==> config.mk <==
export PLATFORM = sky130hd
export DESIGN_NAME = seq_divider_flat
export DESIGN_NICKNAME = d
export VERILOG_FILES = /design/src/rtl/seq_divider_if.sv /design/src/rtl/seq_divider.sv /design/src/flat_wrapper.sv
export SDC_FILE = /design/constraint.sdc
export NUM_CORES = 1
export LEC_CHECK = 0
export BUFFER_PORTS_ARGS = -buffer_cell sky130_fd_sc_hd__buf_4
export CAP_MARGIN = 10
export CELL_PAD_IN_SITES_DETAIL_PLACEMENT = 2
export CELL_PAD_IN_SITES_GLOBAL_PLACEMENT = 2
export CORE_MARGIN = 4
export CORE_UTILIZATION = 31
export DETAILED_ROUTE_END_ITERATION = 7
export HOLD_SLACK_MARGIN = 0.1
export PLACE_DENSITY = 0.83
export SLEW_MARGIN = 20
export SYNTH_ARGS = -nofsm -noshare
export SYNTH_HDL_FRONTEND = slang
export SYNTH_SLANG_ARGS = --single-unit
export TNS_END_PERCENT = 100
==> constraint.sdc <==
create_clock -name clk -period 3.1 [get_ports clk]
set_input_delay 0.31 -clock clk [delete_from_list [all_inputs] [get_ports clk]]
set_output_delay 0.31 -clock clk [all_outputs]
set_load 0.005 [all_outputs]
==> src/rtl/seq_divider_if.sv <==
// Handshake and data bundle between the DIV control sequencer and the seq_divider core.
// The sequencer is the master: it drives start and the operands, and it reads back the status and result fields.
interface seq_divider_if #(
    parameter int WIDTH = 32
);
    logic                 start;
    logic [WIDTH-1:0]     dividend;
    logic [WIDTH-1:0]     divisor;
    logic                 busy;
    logic                 done;
    logic                 div_by_zero;
    logic [WIDTH-1:0]     quotient;
    logic [WIDTH-1:0]     remainder;
    logic [2*WIDTH-1:0]   z_out;

    modport master (
        output start, dividend, divisor,
        input  busy, done, div_by_zero, quotient, remainder, z_out
    );

    modport slave (
        input  start, dividend, divisor,
        output busy, done, div_by_zero, quotient, remainder, z_out
    );
endinterface

==> src/rtl/seq_divider.sv <==
// Multi-cycle signed restoring divider that produces the Z result {remainder, quotient} for DIV.
// Optional macro DIV_FAST_ZERO_EN finishes a zero-divisor request in one edge through the ZERO state.
module seq_divider #(
    parameter int WIDTH = 32
) (
    input logic         clk,
    input logic         clr,
    seq_divider_if.slave bus
);
    localparam int CW = $clog2(WIDTH) + 1;

`ifdef DIV_FAST_ZERO_EN
    typedef enum logic [1:0] {S_IDLE, S_CALC, S_FIX, S_ZERO} state_t;
`else
    typedef enum logic [1:0] {S_IDLE, S_CALC, S_FIX} state_t;
`endif

    state_t             r_state;
    logic [CW-1:0]      r_count;
    logic               r_signQ;
    logic               r_signR;
    logic [WIDTH-1:0]   r_dividendCap;
    logic [WIDTH-1:0]   r_divMag;
    logic [WIDTH-1:0]   r_a;
    logic [WIDTH-1:0]   r_p;
    logic               r_busy;
    logic               r_done;
    logic               r_divByZero;
    logic [WIDTH-1:0]   r_quotient;
    logic [WIDTH-1:0]   r_remainder;

    logic [WIDTH-1:0]   w_dividendMag;
    logic [WIDTH-1:0]   w_divisorMag;
    logic               w_divisorZero;
    logic [WIDTH:0]     w_pShift;
    logic               w_fits;
    logic [WIDTH-1:0]   w_diff;
    logic [WIDTH-1:0]   w_qFix;
    logic [WIDTH-1:0]   w_rFix;

    // 0x80000000 negates to itself, which is already the correct unsigned magnitude
    assign w_dividendMag = bus.dividend[WIDTH-1] ? ({WIDTH{1'b0}} - bus.dividend) : bus.dividend;
    assign w_divisorMag  = bus.divisor[WIDTH-1]  ? ({WIDTH{1'b0}} - bus.divisor)  : bus.divisor;
    assign w_divisorZero = (bus.divisor == {WIDTH{1'b0}});

    // The shifted partial remainder needs WIDTH+1 bits; when it fits, the difference is below the divisor
    assign w_pShift = {r_p, r_a[WIDTH-1]};
    assign w_fits   = (w_pShift >= {1'b0, r_divMag});
    assign w_diff   = w_pShift[WIDTH-1:0] - r_divMag;

    assign w_qFix = r_signQ ? ({WIDTH{1'b0}} - r_a) : r_a;
    assign w_rFix = r_signR ? ({WIDTH{1'b0}} - r_p) : r_p;

    assign bus.busy        = r_busy;
    assign bus.done        = r_done;
    assign bus.div_by_zero = r_divByZero;
    assign bus.quotient    = r_quotient;
    assign bus.remainder   = r_remainder;
    assign bus.z_out       = {r_remainder, r_quotient};

    always_ff @(posedge clk or negedge clr) begin
        if (!clr) begin
            r_state       <= S_IDLE;
            r_count       <= '0;
            r_signQ       <= 1'b0;
            r_signR       <= 1'b0;
            r_dividendCap <= '0;
            r_divMag      <= '0;
            r_a           <= '0;
            r_p           <= '0;
            r_busy        <= 1'b0;
            r_done        <= 1'b0;
            r_divByZero   <= 1'b0;
            r_quotient    <= '0;
            r_remainder   <= '0;
        end else begin
            r_done <= 1'b0;
            case (r_state)
                S_IDLE: begin
                    if (bus.start) begin
                        r_signQ       <= bus.dividend[WIDTH-1] ^ bus.divisor[WIDTH-1];
                        r_signR       <= bus.dividend[WIDTH-1];
                        r_dividendCap <= bus.dividend;
                        r_a           <= w_dividendMag;
                        r_divMag      <= w_divisorMag;
                        r_p           <= '0;
                        r_count       <= '0;
                        r_busy        <= 1'b1;
                        r_divByZero   <= 1'b0;
`ifdef DIV_FAST_ZERO_EN
                        r_state       <= w_divisorZero ? S_ZERO : S_CALC;
`else
                        r_state       <= S_CALC;
`endif
                    end
                end
                S_CALC: begin
                    r_p     <= w_fits ? w_diff : w_pShift[WIDTH-1:0];
                    r_a     <= {r_a[WIDTH-2:0], w_fits};
                    r_count <= r_count + 1'b1;
                    if (r_count == CW'(WIDTH - 1)) begin
                        r_state <= S_FIX;
                    end
                end
                S_FIX: begin
                    // A zero divisor runs the loop harmlessly; its result is overridden here
                    if (r_divMag == {WIDTH{1'b0}}) begin
                        r_quotient  <= {WIDTH{1'b1}};
                        r_remainder <= r_dividendCap;
                        r_divByZero <= 1'b1;
                    end else begin
                        r_quotient  <= w_qFix;
                        r_remainder <= w_rFix;
                    end
                    r_done  <= 1'b1;
                    r_busy  <= 1'b0;
                    r_state <= S_IDLE;
                end
`ifdef DIV_FAST_ZERO_EN
                S_ZERO: begin
                    r_quotient  <= {WIDTH{1'b1}};
                    r_remainder <= r_dividendCap;
                    r_divByZero <= 1'b1;
                    r_done      <= 1'b1;
                    r_busy      <= 1'b0;
                    r_state     <= S_IDLE;
                end
`endif
                default: begin
                    r_state <= S_IDLE;
                end
            endcase
        end
    end

    // Keeps the divisor-zero decode referenced when the fast path is compiled out
    logic w_unusedZero;
    assign w_unusedZero = w_divisorZero;

endmodule

==> src/flat_wrapper.sv <==
// flat-port wrapper written by rule: the top's interface ports become plain ports
module seq_divider_flat 
#(
    parameter int WIDTH = 32
)
  (clk, clr, bus_start, bus_dividend, bus_divisor, bus_busy, bus_done, bus_div_by_zero, bus_quotient, bus_remainder, bus_z_out);
  seq_divider_if #(.WIDTH(WIDTH)) bus_i ();
  input logic clk;
  input logic clr;
  input wire logic [$bits(bus_i.start)-1:0] bus_start;
  input wire logic [$bits(bus_i.dividend)-1:0] bus_dividend;
  input wire logic [$bits(bus_i.divisor)-1:0] bus_divisor;
  output wire logic [$bits(bus_i.busy)-1:0] bus_busy;
  output wire logic [$bits(bus_i.done)-1:0] bus_done;
  output wire logic [$bits(bus_i.div_by_zero)-1:0] bus_div_by_zero;
  output wire logic [$bits(bus_i.quotient)-1:0] bus_quotient;
  output wire logic [$bits(bus_i.remainder)-1:0] bus_remainder;
  output wire logic [$bits(bus_i.z_out)-1:0] bus_z_out;
  assign bus_i.start = bus_start;
  assign bus_i.dividend = bus_dividend;
  assign bus_i.divisor = bus_divisor;
  assign bus_busy = bus_i.busy;
  assign bus_done = bus_i.done;
  assign bus_div_by_zero = bus_i.div_by_zero;
  assign bus_quotient = bus_i.quotient;
  assign bus_remainder = bus_i.remainder;
  assign bus_z_out = bus_i.z_out;
  seq_divider #(.WIDTH(WIDTH)) u_core (.clk(clk), .clr(clr), .bus(bus_i));
endmodule
# After elaboration in Yosys (flattened, before gate mapping)
# Cells that the tools add are included.
[op_classes]
n_reduce_logical = 9
muxes = 22
bitwise_logic = 1
magnitude_cmp = 1
n_eq_ne = 6
div = 0
n_shift = 0
n_mul = 0
add_sub_neg = 6
[op_table]
columns = ["cell", "count"]
rows = [
  ["two-way mux 32 bit", 9],
  ["one-hot mux 32 bit (2 select lines)", 2],
  ["subtractor 1 x 32 -> 32 bit (first input constant)", 4],
  ["greater-or-equal comparator 33 x 32 -> 1 bit", 1],
  ["zero test 32 bit", 1],
  ["subtractor 32 bit", 1],
  ["one-hot mux 6 bit (2 select lines)", 1],
  ["AND reduction 2 bit", 4],
  ["adder 6 x 1 -> 6 bit (second input constant)", 1],
  ["equality test 6 x 5 -> 1 bit (second input constant)", 1],
  ["two-way mux 6 bit", 1],
  ["two-way mux 1 bit", 4],
  ["two-way mux 2 bit", 2],
  ["inequality test 2 x 1 -> 1 bit (second input constant)", 2],
  ["one-hot mux 1 bit (2 select lines)", 2],
  ["one-hot mux 2 bit (2 select lines)", 1],
  ["nonzero test 2 bit", 2],
  ["AND reduction 3 bit", 1],
  ["equality test 2 x 1 -> 1 bit (second input constant)", 1],
  ["equality test 2 bit (second input constant)", 1],
  ["zero test 2 bit", 1],
  ["inequality test 2 bit (second input constant)", 1],
  ["XOR 1 bit", 1],
]
[totals]
latchBits = 0
regBits = 205
mem_bits_rw = 0
inputBits = 67
output_inout_bits = 131
word_cells = 58
rom_bits = 0
n_memories = 0

# Depth between registers and ports, before layout
# Gate-level depths: netlist of the first run.
[logic_depth]
ltp_word = 4
mapped_depth = 13
mapped_depth_nobuf = 13

# Least setup slack after synthesis of the first run
# OpenSTA, ideal clock, no wires.
[synth_timing]
path_kind = "in2reg"
startpoint = "in bus_dividend[4]"
endpoint = "reg u_core.r_a[28]"
t_arrival_ps = 3013
stages = 9
t_required_ps = 2970
path_buffers = 0
path_slack_ps = -42
setup_ps = 130
cell_sequence = "or3_4 or3b_4 or4_1 or4_4 or3_4 nand2b_4 o31ai_2 xor2_1 o21ai_1"
[synth_between]
elab_chain_cells = 4
[synth_lines]
columns = ["item", "line", "rtl"]
rows = [
  ["start, declared", "flat_wrapper.sv:11", "input wire logic [$bits(bus_i.dividend)-1:0] bus_dividend;"],
  ["subtractor 1 x 32 -> 32 bit", "seq_divider.sv:42", "assign w_dividendMag = bus.dividend[WIDTH-1] ? ({WIDTH{1'b0}} - bus.dividend) : bus.dividend;"],
  ["two-way mux 32 bit", "seq_divider.sv:42", ""],
  ["two-way mux 32 bit", "seq_divider.sv:80", "if (bus.start) begin"],
  ["one-hot mux 32 bit (2 select lines)", "seq_divider.sv:78", "case (r_state)"],
  ["end signal, assigned", "seq_divider.sv:84", "r_a <= w_dividendMag;"],
  ["end signal, assigned", "seq_divider.sv:99", "r_a <= {r_a[WIDTH-2:0], w_fits};"],
  ["end, declared", "seq_divider.sv:24", "logic [WIDTH-1:0] r_a;"],
]
# Every way passes these cells. The select of a mux whose other input is x is not followed.
# A chain may end at the register's enable or synchronous reset.

# Worst setup path in the final report of the first run
[layout_timing]
startpoint = "in bus_dividend[4]"
endpoint = "reg u_core.r_a[22]"
# The elaborated chain is that of the path after synthesis.

==> parameters.txt, run 1 <==
Parameter                              Value

Floorplan
  Initial core utilization ... around a third
  Die Y ... around 210 µm
  Area of the core region ... around 0.041 mm²
  Die area ... 0.04473 mm²
  Die width ... 211.5 µm
  IO Pins ... 198
  Cell row count ... 74

Synth
  Synthesized area ... between 0.01 and 0.015 mm²
  Seq/Total Area, Yosys ... roughly two fifths
  Count of synthesis-stage warnings from yosys ... 0
  Number of enable flip-flop cells after synthesis ... 0
  Flops & latches, synth ... between 200 and 250
  Fraction of registers with async set or reset after synthesis ... 100.0%
  Most common flop cell mapped by yosys ... dfrtp_1
  Count of mapped cells out of synthesis ... 1,533
  Average footprint of a synthesized cell ... 8.374 µm²
  Number of library cell types mapped by synthesis ... 61
  Post-synth net total ... 1,638

Drt
  Number of nets with antenna violations after routing ... 0
  First-pass iteration count of the detailed router ... 4
  Vias per cell ... 5.400
  Initial DRC count ... 491
  Post-route DRC ... 0
  Detailed-route via count ... between 10,000 and 15,000
  Total Routed Length ... 48,680 µm
  Routed length per instance ... 21.27 µm

Final layout
  Total number of nets in the final design ... 1,846
  Synthesis-to-finish area growth ... 27.82%
  Finished Cell Area ... 0.01641 mm²
  Register area ... 0.005105 mm²
  Area of the multi-input gates ... 0.006948 mm²
  Fill cells ... ~4,500
  Layout cells sized above 1 ... around a fifth
  Antenna diode count ... 0

Min path
  Type of the tightest min-delay check ... input pin to flip-flop

Global route
  First-pass GRT wire length ... 76,200 µm
  Number of global-route vias before repair ... approximately 13,000
  Initial antenna violation count ... 0
  Grt total ovfl ... 0
  Overall track demand over capacity in global routing ... slightly above 20%
  Largest net degree at the start of global routing ... 82

Placement
  Number of port buffers ... 197
  RePlAce Congestion ... 0.8235
  Cell area reported after detailed placement ... 0.01493 mm²
  Estimated wirelength of the detail-placed design ... between 30,000 and 40,000 µm

Setup path
  Max Fanout on Critical Path ... 3
  Sort of element at the end of the critical path ... flip-flop
  Arrival time reported for the critical path endpoint ... 3.52 ns
  CP Launch Type ... input pin
  Critical Setup Path Class ... input pin to flip-flop
  Required time at the endpoint of the critical path ... 3.56 ns

Timing
  Worst slew margin ... approximately three fifths
  Final period demand of the worst path ... around 3.1 ns
  Final worst path period share ... about 99%
  Final setup violation count ... 0
  Maximum clock rate ... about 330 MHz
  Setup repair after global routing missed its margin ... yes
  Final Max Slew Viols ... 0
  Actual slew at the worst max-slew pin ... between 0.6 and 0.7 ns
  Worst slack on hold paths ... between 0.1 and 0.15 ns
  Post-route clock skew ... 0.01257 ns
  Hold Violations, Final ... 0

Clock network
  Source-to-sink clock delay at the later pin of the worst-skew pair ... about 0.55 ns
  CTS tree ... built
  Cell at the root of the clock tree ... clkbuf_16
  Number of buffers inserted during clock tree synthesis ... 25
  Buffers from clock root to sink, at most ... 3
  Clock-pin slew reported for the worst setup and hold paths after clock tree synthesis ... 0.07 ns
  Number of clock sinks ... 204
  H-tree levels ... 1

Power
  Peak supply drop ... 0.0004507 V
  Total chip power ... 15,020 µW
  Total leakage power ... between 0.007 and 0.008 µW
  Ratio of total power to cell area ... just over 900 mW/mm²

Outcome
  Run status ... complete, no violations

Job
  Max-capacitance violation count ... 0
-- metal layers --
metal	part of all wire, %	track usage (%)	vias to the layer above
met1	43	26.06	6284
met5	0	0	-
met3	3.5	2.267	78
li1	-	-	5737
met4	2.5	5.153	0
met2	51	37.92	261
-- per-stage QoR --
stage / setup TNS [ns] / worst slack (ns) / cells / util, %
6_report: 0 / 0.04521 / 2289 / 40.09
2_1_floorplan: -0.08120 / -0.04217 / 1533 / -
5_1_grt: -0.2474 / -0.07220 / 2289 / 40.09
3_3_place_gp: -2.262 / -0.3522 / 2194 / 36.48
3_5_place_dp: -3.177 / -0.4122 / 2194 / 36.48
4_1_cts: 0 / 0.006018 / 2286 / 39.69
-- power by group --
| group | internal [µW] | total (µW) | switching, µW |
|---|---|---|---|
| registers | 3330 | 4190 | 856 |
| logic | 3260 | 7860 | 4600 |
| clock network | 1740 | 2970 | 1230 |
-- cells in the mapped netlist (all sizes together) (6+ instances only) --
cell type    n  area, µm²
a21o        11      82.58
a21oi      112      560.5
a22oi       25      187.7
a31oi       20      125.1
a32oi        6      52.55
buf         67      491.7
clkbuf      80      300.3
dfrtp      204       5105
ha          37      462.9
inv         48      180.2
mux2i        9      90.09
nand2      245      919.6
nand2b       8      57.55
nand3       20      100.1
nand4        9      56.30
nor2       104      390.4
nor2b        6      37.54
nor3        12      60.06
nor4        18      112.6
o21ai      177      885.8
o22ai       22      137.6
o31ai       37      282.8
o41ai       16      155.2
or2          8      50.05
or3         17      116.4
or4         21      161.4
xnor2       49      429.2
xor2        96      840.8
-- sequential cells by signal, indices dropped and copies added, names as in the netlist --
name / count
u_core.bus.busy: 1
u_core.bus.div_by_zero: 1
u_core.bus.done: 1
u_core.bus.quotient: 32
u_core.bus.remainder: 32
u_core.r_a: 32
u_core.r_count: 6
u_core.r_divMag: 32
u_core.r_dividendCap: 32
u_core.r_p: 32
u_core.r_signQ: 1
u_core.r_state: 2
-- worst max-delay path, stage by stage --
cell and delay (ns):
buf_4 0.12, or3_4 0.41, or3b_4 0.42, or4_1 0.54
or4_4 0.45, or3_4 0.39, buf_4 0.14, o41ai_2 0.22
xnor2_1 0.18, o22ai_1 0.14, a21oi_1 0.20
-- layout make-up --
class / instances / share of cell area (%)
well taps: 532 / 4.057
flip-flops and latches: 204 / 31.11
multi-input cells: 1134 / 42.34
repair buffers: 328 / 16.43
clock buffers: 38 / 4.537
clock inverters: 5 / 0.4194
inverters: 48 / 1.098
-- worst paths after layout --
check	cells past startpoint	to	start	slack, ns
max in group asynchronous	3	u_core.r_divMag[5]	clr	1.87
worst max register to register	11	u_core.r_p[29]	u_core.r_divMag[15]	0.12
min in group asynchronous	2	u_core.bus.quotient[8]	clr	0.34
worst min-delay path	3	u_core.r_divMag[1]	bus_divisor[1]	0.12
worst max-delay path	11	u_core.r_a[22]	bus_dividend[4]	0.05
worst min register to register	2	u_core.r_dividendCap[30]	u_core.r_dividendCap[30]	0.48
-- cells by family after synthesis --
group | count (synthesis) | share of synthesized area [%]
fa+ha+maj | 38 | 3.762
xor+xnor | 145 | 9.893
flops | 204 | 39.77
buf+inv | 195 | 7.573
simple gates | 483 | 16.94
mux | 9 | 0.7018
compound gates | 459 | 21.36
-- timing repair --
item	CTS	global route
resized for setup	3	26
gates cloned	0	1
pin swaps	0	6
endpoints found under the hold margin	123	0
hold buffers	49	0
buffers inserted	0	2
setup endpoints to repair	8	46
-- placed cells by master, fill, tap and decap left out, drive strengths merged, types with 4 or more instances in the layout --
| cell type | n |
|---|---|
| ha | 37 |
| nand4 | 9 |
| o22a | 4 |
| inv | 50 |
| nor4 | 18 |
| xnor2 | 49 |
| mux2i | 9 |
| nor2b | 6 |
| o21a | 4 |
| clkbuf | 40 |
| dlygate4sd3 | 49 |
| xor2 | 96 |
| o211ai | 4 |
| buf | 277 |
| nand2 | 245 |
| a32oi | 6 |
| o21ai | 177 |
| and2 | 5 |
| nor2 | 104 |
| o22ai | 22 |
| a21oi | 112 |
| nand3 | 20 |
| or3 | 17 |
| or2 | 8 |
| o41ai | 16 |
| nor3 | 12 |
| o31ai | 37 |
| a21o | 11 |
| a211oi | 5 |
| nand2b | 8 |
| dfrtp | 204 |
| or4 | 21 |
| a31oi | 20 |
| a22oi | 25 |
Note: power is estimated with default switching activity, not from simulation.
==> inputs of run 2 (changes only) <==
--- a/config.mk
+++ b/config.mk
@@ -6,14 +6,14 @@
 export NUM_CORES = 1
 export LEC_CHECK = 0
 export BUFFER_PORTS_ARGS = -buffer_cell sky130_fd_sc_hd__buf_4
-export CAP_MARGIN = 10
+export CAP_MARGIN = 20
 export CELL_PAD_IN_SITES_DETAIL_PLACEMENT = 2
 export CELL_PAD_IN_SITES_GLOBAL_PLACEMENT = 2
 export CORE_MARGIN = 4
-export CORE_UTILIZATION = 31
+export CORE_UTILIZATION = 37
 export DETAILED_ROUTE_END_ITERATION = 7
 export HOLD_SLACK_MARGIN = 0.1
-export PLACE_DENSITY = 0.83
+export PLACE_DENSITY = 0.92
 export SLEW_MARGIN = 20
 export SYNTH_ARGS = -nofsm -noshare
 export SYNTH_HDL_FRONTEND = slang
==> constraint.sdc (replaced) <==
create_clock -name clk -period 3.8 [get_ports clk]
set_input_delay 0.38 -clock clk [delete_from_list [all_inputs] [get_ports clk]]
set_output_delay 0.38 -clock clk [all_outputs]
set_load 0.005 [all_outputs]
==> run 2 against run 1 <==
Effect of this change:
- combinational power shrank 24%
- cell area shrank 6.4%
- via count grew 1.6%
- clock-buffer cell count shrank 1
- critical path depth did not move
- wire length is 9.8% higher
- largest cell class unchanged
- highest routed layer unchanged
==> parameters.txt, run 2 (synthesized netlist as in run 1, its figures left out) <==
Parameter                              Value

Power
  Ratio of total power to cell area ... 781.8 mW/mm² (was 915.2 mW/mm²)
  Total leakage power ... 0.007011 µW (was 0.007463 µW)
  Total chip power ... 12,010 µW (was 15,020 µW)
  Peak supply drop ... 0.0003822 V (was 0.0004507 V)

Placement
  Number of instances in the placed design ... 2,056 (was 2,194)
  RePlAce Congestion ... 0.8667 (was 0.8235)
  Number of port buffers ... 197 (unchanged)
  Estimated wirelength of the detail-placed design ... 34,320 µm (was 34,240 µm)

Floorplan
  Die width ... 194.3 µm (was 211.5 µm)
  Die area ... 0.03774 mm² (was 0.04473 mm²)
  Area of the core region ... 0.03387 mm² (was 0.04092 mm²)
  Cell row count ... 67 (was 74)
  IO Pins ... 198 (unchanged)
  Initial core utilization ... 37.90% (was 31.37%)
  Die Y ... 194.3 µm (was 211.5 µm)

Global route
  Grt total ovfl ... 0 (unchanged)
  Largest net degree at the start of global routing ... 99 (was 82)
  Initial antenna violation count ... 0 (unchanged)
  Overall track demand over capacity in global routing ... 27.49% (was 20.71%)
  First-pass GRT wire length ... 84,310 µm (was 76,200 µm)
  Number of global-route vias before repair ... 14,078 (was 13,481)

Clock network
  Source-to-sink clock delay at the later pin of the worst-skew pair ... 0.56 ns (was 0.55 ns)
  Number of buffers inserted during clock tree synthesis ... 25 (unchanged)
  Clock-pin slew reported for the worst setup and hold paths after clock tree synthesis ... 0.06 ns (was 0.07 ns)
  H-tree levels ... 1 (unchanged)
  Cell at the root of the clock tree ... clkbuf_16 (unchanged)
  Post-CTS Setup Inserts ... 0 (unchanged)
  Buffers from clock root to sink, at most ... 3 (unchanged)
  CTS tree ... built (unchanged)
  Number of clock sinks ... 204 (unchanged)

Final layout
  Layout cells sized above 1 ... 17.20% (was 20.72%)
  Commonest cells after routing, fill and taps aside ... nand2_1 (244), buf_4 (217), dfrtp_1 (203) (was buf_4 (270), nand2_1 (244), dfrtp_1 (204))
  Most common cell after layout, fill and taps aside ... nand2_1 (was buf_4)
  Total number of nets in the final design ... 1,757 (was 1,846)
  Finished Core Util ... 45.36% (was 40.09%)
  Non-Filler Instances ... 2,119 (was 2,289)
  Synthesis-to-finish area growth ... 19.68% (was 27.82%)

Setup path
  Sort of element at the end of the critical path ... flip-flop (unchanged)
  Max Fanout on Critical Path ... 4 (was 3)
  Critical Setup Path Class ... input pin to flip-flop (unchanged)
  Arrival time reported for the critical path endpoint ... 4.17 ns (was 3.52 ns)
  CP Launch Type ... input pin (unchanged)
  Required time at the endpoint of the critical path ... 4.22 ns (was 3.56 ns)

Drt
  Routed length per instance ... 25.23 µm (was 21.27 µm)
  Vias per cell ... 5.925 (was 5.400)
  Detailed-route via count ... 12,556 (was 12,360)
  First-pass iteration count of the detailed router ... 5 (was 4)
  Number of nets with antenna violations after routing ... 0 (unchanged)
  Initial DRC count ... 800 (was 491)
  Post-route DRC ... 0 (unchanged)
  Total Routed Length ... 53,470 µm (was 48,680 µm)

Timing
  Final setup violation count ... 0 (unchanged)
  Final period demand of the worst path ... ~3.7 ns
  Post-route clock skew ... 0.01832 ns (was 0.01257 ns)
  Worst slew margin ... 40.79% (was 58.47%)
  Setup repair after global routing missed its margin ... yes (unchanged)
  Maximum clock rate ... ~270 MHz
  Hold Violations, Final ... 0 (unchanged)
  Final Max Slew Viols ... 0 (unchanged)
  Final worst path period share ... 98.51%
  Actual slew at the worst max-slew pin ... 0.8882 ns (was 0.6173 ns)

Job
  Max-capacitance violation count ... 0 (unchanged)

Outcome
  Run status ... complete, no violations (unchanged)

Min path
  Type of the tightest min-delay check ... input pin to flip-flop (unchanged)
==> run 2: changes by cell type in the layout (fill, tap and decap cells not counted), moves of 3 or more <==
cell and delta:
o21ai_0 +4, nor3_2 -3, nor3_1 +3, buf_4 -53, nor4_1 +5, o21ai_1 -4, buf_12 -3, a21oi_1 +4
nor4_2 -3, dlygate4sd3_1 -32, a21oi_2 -3
==> run 2: path summary, 6_finish.rpt <==
kind                            startpoint                 endpoint  slack (ns)  depth (start not counted)
hold reg to reg            u_core.bus.busy          u_core.bus.busy        0.49                          2
hold / removal             bus_dividend[5]  u_core.r_dividendCap[5]        0.12                          3
setup reg to reg            u_core.r_p[11]           u_core.r_p[14]        0.28                         11
setup / recovery           bus_dividend[4]           u_core.r_a[26]        0.06                         11
min in group asynchronous              clr            u_core.r_a[5]        0.48                          2
max in group asynchronous              clr  u_core.bus.quotient[21]        2.33                          3
==> run 2: report_power, final <==
group | switching [µW] | internal [µW] | leakage (µW)
registers | 947 | 2720 | 0.00253
logic | 3670 | 2280 | 0.00409
clock network | 1020 | 1380 | 0.000392
total | 5640 | 6370 | 0.00701
==> run 2: layout make-up <==
class / count / area [µm²]
timing repair buffer: 239 / 1893
multi-input combinational: 1134 / 6820
sequential: 204 / 5106
inverter: 48 / 180.2
fill: 3744 / 18500
clock buffer: 37 / 720.7
tap: 448 / 560.5
antenna: 2 / 5.005
clock inverter: 7 / 77.57
==> run 2: worst max-delay path, stage by stage <==
cell,delay (ns)
dlygate4sd3_1,0.54
buf_4,0.15
or3_4,0.39
or3b_4,0.43
or4_1,0.53
or4_4,0.48
or3_4,0.43
nand2b_4,0.19
o41ai_2,0.33
xor2_1,0.23
o21ai_1,0.08
==> run 2: stage by stage <==
step	TNS, ns	area (µm²)	setup WS [ns]	hold slack, ns
detailed placement	0	14380	0.2103	0.4640
finish	0	15360	0.05651	0.1152
global route	-0.009842	15360	-0.007638	0.1132
global placement	0	14380	0.2849	0.4550
CTS	0	15350	0.08328	0.1011
floorplan	0	12840	0.5878	0.08441
==> run 2: repair_timing <==
item / 4_1_cts / 5_1_grt
hold buffers: 17 / 0
endpoints found under the setup margin: 0 / 6
hold endpoints to repair: 111 / 0
gates resized for setup: 0 / 1
==> run 2: metal layers <==
| layer | up-vias | global-route usage (%) | share of wire (%) |
|---|---|---|---|
| met2 | 444 | 51.39 | 53 |
| li1 | 5550 | - | - |
| met5 | - | 0 | 0 |
| met1 | 6417 | 31.80 | 39 |
| met4 | 0 | 10.86 | 4.4 |
| met3 | 145 | 3.423 | 4.1 |
==> inputs of run 3 (changes only) <==
--- a/config.mk
+++ b/config.mk
@@ -5,15 +5,16 @@
 export SDC_FILE = /design/constraint.sdc
 export NUM_CORES = 1
 export LEC_CHECK = 0
+export ABC_AREA = 1
 export BUFFER_PORTS_ARGS = -buffer_cell sky130_fd_sc_hd__buf_4
 export CAP_MARGIN = 20
 export CELL_PAD_IN_SITES_DETAIL_PLACEMENT = 2
 export CELL_PAD_IN_SITES_GLOBAL_PLACEMENT = 2
 export CORE_MARGIN = 4
-export CORE_UTILIZATION = 37
+export CORE_UTILIZATION = 35
 export DETAILED_ROUTE_END_ITERATION = 7
 export HOLD_SLACK_MARGIN = 0.1
-export PLACE_DENSITY = 0.92
+export PLACE_DENSITY = 0.93
 export SLEW_MARGIN = 20
 export SYNTH_ARGS = -nofsm -noshare
 export SYNTH_HDL_FRONTEND = slang
==> run 3 against run 2 <==
Effect of this change:
- cell area increased by 13%
- via count increased by 33%
- fmax increased by 18%
- first-iteration DRC count increased by 50%
- die area increased by 22%
- sequential cell count unchanged
- combinational power increased by 78%
- worst hold slack improved by 0.0020 ns
- total power increased by 49%
- sequential power increased by 25%
- final cell count increased by 36%
- critical endpoint is now u_core.r_p[27]
- largest cell class unchanged
==> parameters.txt, run 3 <==
Parameter                              Value

Outcome
  Run status ... complete, no violations (unchanged)

Synth
  Post-synth net total ... 2,333 (was 1,638)
  Synthesized area ... 0.01490 mm² (was 0.01284 mm²)
  Most common flop cell mapped by yosys ... dfrtp_1 (unchanged)
  Biggest area consumer among synthesized cells ... dfrtp_1 (unchanged)
  Count of synthesis-stage warnings from yosys ... 0 (unchanged)
  Seq/Total Area, Yosys ... 34.25% (was 39.77%)
  Ranking of synthesized cells by area ... dfrtp_1 (34%), nand2_1 (16%), inv_1 (7.7%), nand3_1 (7.4%), nor2_1 (5.2%) (was dfrtp_1 (40%), nand2_1 (7.2%), o21ai_0 (6.5%), xor2_1 (6.5%), a21oi_1 (4.4%))
  Area fraction of the dominant cell type after synthesis ... 34.25% (was 39.77%)
  Flops & latches, synth ... 204 (unchanged)
  Number of library cell types mapped by synthesis ... 50 (was 61)
  Number of enable flip-flop cells after synthesis ... 0 (unchanged)
  Top cells by instance count after synthesis ... nand2_1 (628), inv_1 (307), nand3_1 (221), nor2_1 (206), dfrtp_1 (204) (was nand2_1 (245), dfrtp_1 (204), o21ai_0 (168), a21oi_1 (112), nor2_1 (104))
  Average footprint of a synthesized cell ... 6.689 µm² (was 8.374 µm²)
  Top-count cell post-synth ... nand2_1 (unchanged)
  Fraction of registers with async set or reset after synthesis ... 100.0% (unchanged)
  Count of mapped cells out of synthesis ... 2,228 (was 1,533)

Timing
  Worst slack on hold paths ... 0.1172 ns (was 0.1152 ns)
  Final worst path period share ... 83.72% (was 98.51%)
  Final Max Slew Viols ... 0 (unchanged)
  Post-route clock skew ... 0.02271 ns (was 0.01832 ns)
  Final setup violation count ... 0 (unchanged)
  Actual slew at the worst max-slew pin ... 1.130 ns (was 0.8882 ns)
  Final period demand of the worst path ... 3.181 ns (was 3.743 ns)
  Maximum clock rate ... 314.3 MHz (was 267.1 MHz)
  Setup repair after global routing missed its margin ... no (was yes)
  Total Negative Setup Slacks ... 0 ns (unchanged)
  Worst slew margin ... 24.64% (was 40.79%)
  Hold Violations, Final ... 0 (unchanged)

Drt
  Initial DRC count ... 1,200 (was 800)
  Vias per cell ... 5.779 (was 5.925)
  Total Routed Length ... 77,010 µm (was 53,470 µm)
  Number of nets with antenna violations after routing ... 0 (unchanged)
  First-pass iteration count of the detailed router ... 6 (was 5)
  Post-route DRC ... 0 (unchanged)
  Detailed-route via count ... 16,685 (was 12,556)
  Routed length per instance ... 26.67 µm (was 25.23 µm)

Global route
  Initial antenna violation count ... 4 (was 0)
  Number of global-route vias before repair ... 18,655 (was 14,078)
  First-pass GRT wire length ... 116,800 µm (was 84,310 µm)
  Largest net degree at the start of global routing ... 99 (unchanged)
  Overall track demand over capacity in global routing ... 32.24% (was 27.49%)
  Grt total ovfl ... 0 (unchanged)

Power
  Ratio of total power to cell area ... 1032 mW/mm² (was 781.8 mW/mm²)
  Peak supply drop ... 0.0003797 V (was 0.0003822 V)
  Total leakage power ... 0.008633 µW (was 0.007011 µW)

Placement
  RePlAce Congestion ... 0.9387 (was 0.8667)
  Estimated wirelength of the detail-placed design ... 54,190 µm (was 34,320 µm)
  Number of port buffers ... 197 (unchanged)

Clock network
  Number of clock sinks ... 204 (unchanged)
  Cell at the root of the clock tree ... clkbuf_16 (unchanged)
  Clock-pin slew reported for the worst setup and hold paths after clock tree synthesis ... 0.07 ns (was 0.06 ns)
  CTS tree ... built (unchanged)
  Source-to-sink clock delay at the later pin of the worst-skew pair ... 0.56 ns (about the same)
  Buffers from clock root to sink, at most ... 3 (unchanged)
  H-tree levels ... 1 (unchanged)
  CTS-repair resized insts ... 0 (unchanged)
  Number of buffers inserted during clock tree synthesis ... 26 (was 25)
  Post-CTS Setup Inserts ... 0 (unchanged)

Final layout
  Total number of nets in the final design ... 2,434 (was 1,757)
  Most common cell after layout, fill and taps aside ... nand2_1 (unchanged)
  Synthesis-to-finish area growth ... 16.15% (was 19.68%)
  Finished Core Util ... 41.18% (was 45.36%)
  Layout cells sized above 1 ... 12.87% (was 17.20%)
  Commonest cells after routing, fill and taps aside ... nand2_1 (628), inv_1 (305), nand3_1 (221) (was nand2_1 (244), buf_4 (217), dfrtp_1 (203))
  Fill cells ... 5,001 (was 3,744)

Floorplan
  Die area ... 0.04595 mm² (was 0.03774 mm²)
  Cell row count ... 75 (was 67)
  Area of the core region ... 0.04204 mm² (was 0.03387 mm²)
  Die Y ... 214.4 µm (was 194.3 µm)
  IO Pins ... 198 (unchanged)
  Initial core utilization ... 35.45% (was 37.90%)
  Die width ... 214.4 µm (was 194.3 µm)

Setup path
  Cells on worst reg2reg path ... 14 (was 11)
  Max Fanout on Critical Path ... 33 (was 4)
  Delay of the slowest cell on the worst path ... 0.48 ns (was 0.54 ns)
  Slowest CP cell ... dfrtp_1 (was dlygate4sd3_1)
  Cell-by-cell listing of the critical path ... ha_1, nand2_1, inv_1, nand2_1, nand2_1, inv_2, nand3_2, nand2_1, nand2_2, nand3_4, nand2_4, nand2_1, nand3_1, nand2_1 (was dlygate4sd3_1, buf_4, or3_4, or3b_4, or4_1, or4_4, or3_4, nand2b_4, o41ai_2, xor2_1, o21ai_1)
  Top delay family on crit path ... simple AND/OR/NAND/NOR gates (unchanged)
  Critical Setup Path Class ... flip-flop to flip-flop (was input pin to flip-flop)
  CP Launch Type ... flip-flop (was input pin)
  Number of buffers and inverters on the critical path ... 2 (unchanged)
  Required time at the endpoint of the critical path ... 4.22 ns (about the same)
  Sort of element at the end of the critical path ... flip-flop (unchanged)
  Arrival time reported for the critical path endpoint ... 3.60 ns (was 4.17 ns)
  Most frequent cell on the critical path ... nand2_1 (was or3_4)
  Stages on worst setup path ... 14 (was 11)

Min path
  Type of the tightest min-delay check ... input pin to flip-flop (unchanged)
  Count of cells along the worst hold path ... 3 (unchanged)

Job
  Max-capacitance violation count ... 0 (unchanged)
[run 3: kinds of logic (layout without fill, tap and decap cells)]
group / count (synthesis) / in the layout / share of synthesized area, %
flip-flops: 204 / 204 / 34.25
adder cells (fa/ha/maj): 38 / 38 / 3.241
AO/OA/AOI/OAI: 281 / 281 / 11.05
AND/OR/NAND/NOR: 1182 / 1182 / 34.07
buffers and inverters: 454 / 573 / 13.33
XOR/XNOR: 69 / 69 / 4.055
other: 0 / 1 / 0
[run 3: area by class of cell]
cell class	count	area, µm²	share of cell area [%]
clock inverter	6	88.84	0.5132
timing repair buffer	213	1633	9.433
tap	539	674.4	3.896
multi-input combinational	1570	7834	45.25
antenna	1	2.502	0.01446
clock buffer	40	794.5	4.590
inverter	314	1179	6.809
sequential	204	5105	29.49
[run 3: power by group]
group | switching (µW) | internal (µW) | total (µW) | leakage, µW
registers | 1410 | 3180 | 4590 | 0.00237
clock network | 1120 | 1570 | 2690 | 0.000427
logic | 7140 | 3450 | 10600 | 0.00584
[run 3: path summary, 6_finish.rpt]
kind / from / endpoint / slack [ns]
setup reg to reg: u_core.r_p[6] / u_core.r_p[27] / 0.62
setup / recovery: u_core.r_p[6] / u_core.r_p[27] / 0.62
max in group asynchronous: clr / u_core.bus.quotient[12] / 2.13
min in group asynchronous: clr / u_core.bus.remainder[6] / 0.55
hold / removal: bus_dividend[23] / u_core.r_a[23] / 0.12
hold reg to reg: u_core.r_count[5] / u_core.r_state[1] / 0.48
[run 3: timing repair]
item | 4_1_cts | 5_1_grt
hold buffers | 1 | 0
setup endpoints to repair | 0 | 0
hold endpoints to repair | 95 | 0
[run 3: per-layer routing]
layer | GRT usage (%) | part of all wire (%)
met2 | 56.89 | 49
met1 | 38.04 | 39
met4 | 15.13 | 5.6
met3 | 5.767 | 5.9
met5 | 0 | 0.049
[run 3: worst min-delay path: cells and delay by family]
kind / cells / cell delay (ns)
buffers and inverters: 1 / 0.10
and+or+nand+nor: 1 / 0.07
AOI/OAI and AO/OA: 1 / 0.08
[run 3: per-stage QoR]
stage                     power, µW  cells  worst slack [ns]  instance area, µm²
after floorplan               10490   2228             1.868               14900
after global placement        13610   2838            0.9610               16390
after detailed placement      14430   2838            0.9006               16390
after CTS                     17700   2885            0.6484               17290
after global routing          19050   2886            0.4680               17310
final                         17870   2887            0.6188               17310
